<file path="config.mk">
export PLATFORM = sky130hd
export DESIGN_NAME = vga_scanout
export DESIGN_NICKNAME = d
export VERILOG_FILES = /design/src/rtl/vga_scanout.sv
export SDC_FILE = /design/constraint.sdc
export NUM_CORES = 1
export LEC_CHECK = 0
export ABC_CLOCK_PERIOD_IN_PS = 2800
export BUFFER_PORTS_ARGS = -buffer_cell sky130_fd_sc_hd__buf_2
export CORE_MARGIN = 5
export CORE_UTILIZATION = 55
export DETAILED_ROUTE_END_ITERATION = 8
export MAX_ROUTING_LAYER = met4
export PLACE_DENSITY_LB_ADDON = 0.2
export RECOVER_POWER = 25
export SETUP_SLACK_MARGIN = 0.4
export SLEW_MARGIN = 10
export SYNTH_ARGS = -nofsm -noshare
export SYNTH_HDL_FRONTEND = slang
export SYNTH_SLANG_ARGS = --single-unit
</file>
<file path="constraint.sdc">
create_clock -name clk -period 2.8 [get_ports clk]
set_input_delay 0.42 -clock clk [delete_from_list [all_inputs] [get_ports clk]]
set_output_delay 0.42 -clock clk [all_outputs]
set_load 0.1 [all_outputs]
</file>
<file path="src/rtl/vga_scanout.sv">
// vga_scanout -- read side of the VGA frame buffer.
//
// Generates VGA timing (640x480@60 by default) from the system clock,
// fetches one RGB332 pixel per pixel period from the frame buffer read
// port, and shows the 256x240 buffer upscaled 2x in a 512x480 window
// centred horizontally. Active pixels outside the window show
// BORDER_COLOR. Colour is forced to zero whenever blank_n is low.
//
// Ports:
//   clk          system clock, also clocks the frame buffer read port
//   rst          synchronous active-high reset
//   mem_q        frame buffer read data, valid one clk after mem_addr
//   mem_addr     frame buffer read address {fb_y, fb_x} (registered)
//   vga_r/g/b    RGB332 colour to the pins (registered)
//   vga_hsync    horizontal sync, active low (registered)
//   vga_vsync    vertical sync, active low (registered)
//   vga_blank_n  1 while the pins carry active video (registered)
//   vblank       1 while the line counter is in vertical blanking
//                (counter timing, not pipeline-delayed)
//   frame_start  one-clk pulse when the counters wrap to (0,0)
module vga_scanout #(
  parameter int DATA_WIDTH = 8,
  parameter int ADDR_WIDTH = 16,
  parameter int CLK_DIV    = 2,
  parameter int H_ACTIVE   = 640,
  parameter int H_FP       = 16,
  parameter int H_SYNC     = 96,
  parameter int H_BP       = 48,
  parameter int V_ACTIVE   = 480,
  parameter int V_FP       = 10,
  parameter int V_SYNC     = 2,
  parameter int V_BP       = 33,
  parameter int X_OFFSET   = 64,
  parameter logic [DATA_WIDTH-1:0] BORDER_COLOR = 8'h00
) (
  input  logic                  clk,
  input  logic                  rst,
  input  logic [DATA_WIDTH-1:0] mem_q,
  output logic [ADDR_WIDTH-1:0] mem_addr,
  output logic [2:0]            vga_r,
  output logic [2:0]            vga_g,
  output logic [1:0]            vga_b,
  output logic                  vga_hsync,
  output logic                  vga_vsync,
  output logic                  vga_blank_n,
  output logic                  vblank,
  output logic                  frame_start
);

  localparam int CW = 10;
  localparam int DW = $clog2(CLK_DIV);

  localparam logic [DW-1:0] DIV_LAST = DW'(CLK_DIV - 1);

  localparam logic [CW-1:0] H_LAST  = CW'(H_ACTIVE + H_FP + H_SYNC + H_BP - 1);
  localparam logic [CW-1:0] H_ACT   = CW'(H_ACTIVE);
  localparam logic [CW-1:0] HS_BEG  = CW'(H_ACTIVE + H_FP);
  localparam logic [CW-1:0] HS_END  = CW'(H_ACTIVE + H_FP + H_SYNC);
  localparam logic [CW-1:0] V_LAST  = CW'(V_ACTIVE + V_FP + V_SYNC + V_BP - 1);
  localparam logic [CW-1:0] V_ACT   = CW'(V_ACTIVE);
  localparam logic [CW-1:0] VS_BEG  = CW'(V_ACTIVE + V_FP);
  localparam logic [CW-1:0] VS_END  = CW'(V_ACTIVE + V_FP + V_SYNC);
  // Window is 2 x 256 frame-buffer columns wide.
  localparam logic [CW-1:0] WIN_BEG = CW'(X_OFFSET);
  localparam logic [CW-1:0] WIN_END = CW'(X_OFFSET + 512);

  // Colour for one output pixel: memory inside the window, border in the
  // rest of the active area, black during blanking.
  function automatic logic [DATA_WIDTH-1:0] pixel_sel(
    input logic                  win,
    input logic                  act,
    input logic [DATA_WIDTH-1:0] q
  );
    if (win)      return q;
    else if (act) return BORDER_COLOR;
    else          return '0;
  endfunction

  logic [DW-1:0]         div_q, div_d;
  logic [CW-1:0]         hcnt_q, hcnt_d;
  logic [CW-1:0]         vcnt_q, vcnt_d;
  logic                  fs_q, fs_d;
  logic                  pix_en;

  logic [ADDR_WIDTH-1:0] addr_p1_q, addr_p1_d;
  logic                  act_p1_q, act_p1_d;
  logic                  win_p1_q, win_p1_d;
  logic                  hs_p1_q, hs_p1_d;
  logic                  vs_p1_q, vs_p1_d;

  logic [DATA_WIDTH-1:0] rgb_p2_q, rgb_p2_d;
  logic                  hsync_p2_q;
  logic                  vsync_p2_q;
  logic                  blank_n_p2_q;

  logic [CW-1:0]         hx;
  logic                  unused_hx;

  assign pix_en = (div_q == DIV_LAST);

  // ---- counter stage: pixel divider, hcnt/vcnt, frame wrap ----
  always_comb begin
    div_d  = pix_en ? '0 : div_q + 1'b1;
    hcnt_d = hcnt_q;
    vcnt_d = vcnt_q;
    fs_d   = 1'b0;
    if (pix_en) begin
      if (hcnt_q == H_LAST) begin
        hcnt_d = '0;
        if (vcnt_q == V_LAST) begin
          vcnt_d = '0;
          fs_d   = 1'b1;
        end else begin
          vcnt_d = vcnt_q + 1'b1;
        end
      end else begin
        hcnt_d = hcnt_q + 1'b1;
      end
    end
  end

  // ---- stage p1: decode position, issue frame buffer address ----
  // Column offset inside the window; halving it gives fb_x (2x upscale).
  assign hx        = hcnt_q - WIN_BEG;
  assign unused_hx = ^{hx[CW-1], hx[0]};

  always_comb begin
    act_p1_d  = (hcnt_q < H_ACT) && (vcnt_q < V_ACT);
    win_p1_d  = act_p1_d && (hcnt_q >= WIN_BEG) && (hcnt_q < WIN_END);
    addr_p1_d = win_p1_d ? ADDR_WIDTH'({vcnt_q[8:1], hx[8:1]}) : '0;
    hs_p1_d   = !((hcnt_q >= HS_BEG) && (hcnt_q < HS_END));
    vs_p1_d   = !((vcnt_q >= VS_BEG) && (vcnt_q < VS_END));
  end

  // ---- stage p2: mem_q has settled (CLK_DIV >= 2), pick colour ----
  always_comb begin
    rgb_p2_d = pixel_sel(win_p1_q, act_p1_q, mem_q);
  end

  always_ff @(posedge clk) begin
    if (rst) begin
      div_q        <= '0;
      hcnt_q       <= '0;
      vcnt_q       <= '0;
      fs_q         <= 1'b0;
      addr_p1_q    <= '0;
      act_p1_q     <= 1'b0;
      win_p1_q     <= 1'b0;
      hs_p1_q      <= 1'b1;
      vs_p1_q      <= 1'b1;
      rgb_p2_q     <= '0;
      hsync_p2_q   <= 1'b1;
      vsync_p2_q   <= 1'b1;
      blank_n_p2_q <= 1'b0;
    end else begin
      div_q  <= div_d;
      hcnt_q <= hcnt_d;
      vcnt_q <= vcnt_d;
      fs_q   <= fs_d;
      if (pix_en) begin
        addr_p1_q    <= addr_p1_d;
        act_p1_q     <= act_p1_d;
        win_p1_q     <= win_p1_d;
        hs_p1_q      <= hs_p1_d;
        vs_p1_q      <= vs_p1_d;
        rgb_p2_q     <= rgb_p2_d;
        hsync_p2_q   <= hs_p1_q;
        vsync_p2_q   <= vs_p1_q;
        blank_n_p2_q <= act_p1_q;
      end
    end
  end

  assign mem_addr    = addr_p1_q;
  assign vga_r       = rgb_p2_q[7:5];
  assign vga_g       = rgb_p2_q[4:2];
  assign vga_b       = rgb_p2_q[1:0];
  assign vga_hsync   = hsync_p2_q;
  assign vga_vsync   = vsync_p2_q;
  assign vga_blank_n = blank_n_p2_q;
  assign vblank      = (vcnt_q >= V_ACT);
  assign frame_start = fs_q;

endmodule
</file>
==> summary.md <==
| Metric | Value |
|---|---|
| Max H-tree Level | 2 |
| Reg2reg setup slack | between 0.4 and 0.5 ns |
| Capturing point of the worst reg2reg path | mem_addr[14] |
| Startpoint types | register |
| DR vias/cell | 5.50 |
| Hold_sp | mem_q[3] |
| Main synth FF type | dfxtp_1 |
| Final hold vios | 0 |
| Max cap viols | 0 |
| Die Ht | 74.6 um |
| Syn_area_per_cell | between 9 and 10 um2 |
| DR vias | 1805 |
| Clk Tree Root Cell | clkbuf_8 |
| WHS Endpoint | rgb_p2_q[3] |
| Initial antenna violation count | 0 |
| Chip width | between 70 and 80 um |
| Vias in the first global route | around 1600 |
| Power density relative to cell area | between 400 and 500 mW/mm2 |
| Post-synth EDFFs | 0 |
| Die area | 0.00557 mm2 |
| Arr. time, crit path | around 2.6 ns |
| Worst path required time | between 3 and 4 ns |
| Status | completed |
| Distinct cell type count after synthesis | ~40 |
| Rows | 23 |
| Drt pass-1 iters | 4 |
| Post-layout util | 64.2% |
| Pleak | 1.07 nW |
| I/O pin cnt | 39 |
| YS warnings | 0 |
| CTS clk-pin slew, worst paths | 0.10 ns |
| Share of cells above drive strength 1 | 16.9% |
| Nets | around 300 |
| # setup viols final | 0 |
| Worst-path maximum fanout | 27 |
| Asr flop ratio synth | 0% |
| DRC Markers | 0 |
| Antenna diode count | 0 |
| Critical path class | reg2reg |
| Slew @ Worst Pin | approximately 1.2 ns |
| DP HPWL | 3430 um |
| Mapped cell area | about 0.0023 mm2 |
| Pins Over Slew Limit | 0 |
| CTS sink cnt | between 50 and 60 |
| Part of the Yosys area used for sequential elements | between 40% and 50% |
| Post-cts repair resize count | 0 |
| Area growth syn-to-layout | 12.6% |
| Crit-path max cell delay | between 0.8 and 0.9 ns |
| Period utilization | between 80% and 90% |
| RePlAce Congestion | 0.882 |
| Drt total wl | 4700 um |
| Crit-path cells | clkbuf_1 > nand2b_1 > nor2b_1 > nor4bb_2 > buf_4 > a22o_1 |
| First-pass GRT wire length | ~7800 um |
| Pwr Total | around 1.3 mW |
| Gate Count Post-Synth | 244 |
| F_max | around 420 MHz |
| Most frequent cells in the layout | dfxtp_1, buf_2, nor2_1 |
| All-Layer GR Usage | about a fifth |
| Initial DRC count | between 100 and 150 |
| Routed Antenna Nets | 0 |
| Syn Nets | about 260 |
| Core Area | roughly 0.0040 mm2 |
| Max-slew headroom at the worst pin | between 20 and 25% |
| RSZ-0062 raised after global routing | false |
| Initial core utilization | 57.0% |
| Largest net degree at the start of global routing | 28 |
| Clock latency on the worst-skew pair | 0.31 ns |
| Clock buffer depth | 2 |
| Post-cts hold buffer count | 0 |
| Final setup TNS | 0 ns |
| Hold Path Depth | 3 |
| PortBufs | 38 |
| CTS tree | yes |
| Post-CTS Setup Bufs | 0 |
| Worst hold path class | in2reg |
| # fillers | between 300 and 400 |
| Reg2Reg Depth | 6 |
| Crit end category | register |
| Post-synthesis register bit count | between 50 and 60 |
| Clk_skew | 0.00499 ns |
| Slowest CP cell | clkbuf_1 |
| Commonest non-fill, non-tap cell in the layout | dfxtp_1 |
| Drt wl/cell | roughly 14 um |
| Total grt overflow | 0 |
| Worst vdd ir | approximately 0.00037 V |
| Total CTS buffers | 5 |
| Worst R2R Start | div_q |
| Minimum clock period | between 2 and 2.5 ns |
| Hold slack | ~0.33 ns |
layer usage:
metal,global-route usage (%),share of wire [%]
met3,5.07,5.3
met2,28.0,44
met5,-,0
met4,5.34,1.0
met1,24.9,50
power breakdown:
part	leakage, nW	total, mW	switching (mW)	internal [mW]
clock network	0.0374	0.432	0.255	0.177
registers	0.428	0.766	0.00599	0.760
logic	0.608	0.0705	0.0508	0.0197
cells by family (layout without fill, tap and decap cells):
| logic type | Yosys count | count (layout) | share of synthesized area [%] |
|---|---|---|---|
| muxes | 2 | 2 | 0.872 |
| xor gates and xnor gates | 15 | 15 | 5.72 |
| buffers and inverters | 25 | 59 | 4.69 |
| DFF | 53 | 53 | 46.2 |
| and+or+nand+nor | 94 | 94 | 23.1 |
| adders and majority gates | 10 | 10 | 5.45 |
| AOI/OAI and AO/OA | 45 | 45 | 14.0 |
cell usage after synthesis, types with 2 or more instances:
cell / count / area share (%)
a21oi_1: 14 / 3.1
nand2b_1: 5 / 1.4
a211o_1: 2 / 0.76
nor4bb_1: 3 / 1.3
o31ai_1: 3 / 0.98
mux2i_1: 2 / 0.87
xnor2_1: 9 / 3.4
nor2_1: 31 / 5.1
nor3_1: 3 / 0.65
xor2_1: 6 / 2.3
nor4_1: 5 / 1.4
o21ai_0: 3 / 0.65
clkbuf_1: 8 / 1.3
nand4_1: 8 / 2.2
nand3_1: 8 / 1.7
nand2_1: 4 / 0.65
dfxtp_1: 53 / 46
buf_2: 5 / 1.1
inv_1: 9 / 1.5
and2_1: 3 / 0.82
ha_1: 10 / 5.4
a22o_1: 16 / 6.1
buf_1: 2 / 0.33
or4_1: 4 / 1.3
nor2b_1: 12 / 3.3
worst max path at each step:
stage / startpoint / to / slack (ns) / depth (start not counted)
global route: div_q / mem_addr[2] / 0.23 / 6
finish: div_q / mem_addr[14] / 0.44 / 6
detailed placement: hcnt_q[1] / vcnt_q[9] / 0.61 / 5
global placement: hcnt_q[1] / vcnt_q[9] / 0.71 / 5
floorplan: hcnt_q[1] / vcnt_q[8] / 0.83 / 6
CTS: hcnt_q[1] / vcnt_q[7] / 0.59 / 5
area by class of cell:
| type | count | area, um2 | share of cell area (%) |
|---|---|---|---|
| multi-input combinational | 166 | 1130 | 43.9 |
| clock inverter | 2 | 15.0 | 0.581 |
| tap | 50 | 62.6 | 2.42 |
| timing repair buffer | 42 | 206 | 7.99 |
| clock buffer | 6 | 72.6 | 2.81 |
| sequential | 53 | 1060 | 41.0 |
| inverter | 9 | 33.8 | 1.31 |
registers in the layout, summed over array words and instances, names as in the netlist:
signal       count
mem_addr        16
hcnt_q          10
vcnt_q          10
rgb_p2_q         8
act_p1_q         1
div_q            1
frame_start      1
hs_p1_q          1
vga_blank_n      1
vga_hsync        1
vga_vsync        1
vs_p1_q          1
win_p1_q         1
critical path, delay by kind of cell, from the launching register on:
kind / cells / cell delay [ns]
buffers and inverters: 2 / 1.12
and+or+nand+nor: 3 / 0.65
DFF: 1 / 0.36
AOI/OAI and AO/OA: 1 / 0.16
through the flow:
step | std cells | cell area (um2) | setup slack [ns]
global route | 328 | 2580 | 0.226
global placement | 320 | 2510 | 0.712
detailed placement | 320 | 2510 | 0.609
floorplan | 244 | 2300 | 0.827
CTS | 328 | 2600 | 0.590
finish | 328 | 2580 | 0.444
No activity file was read; power rests on OpenSTA's default activity.
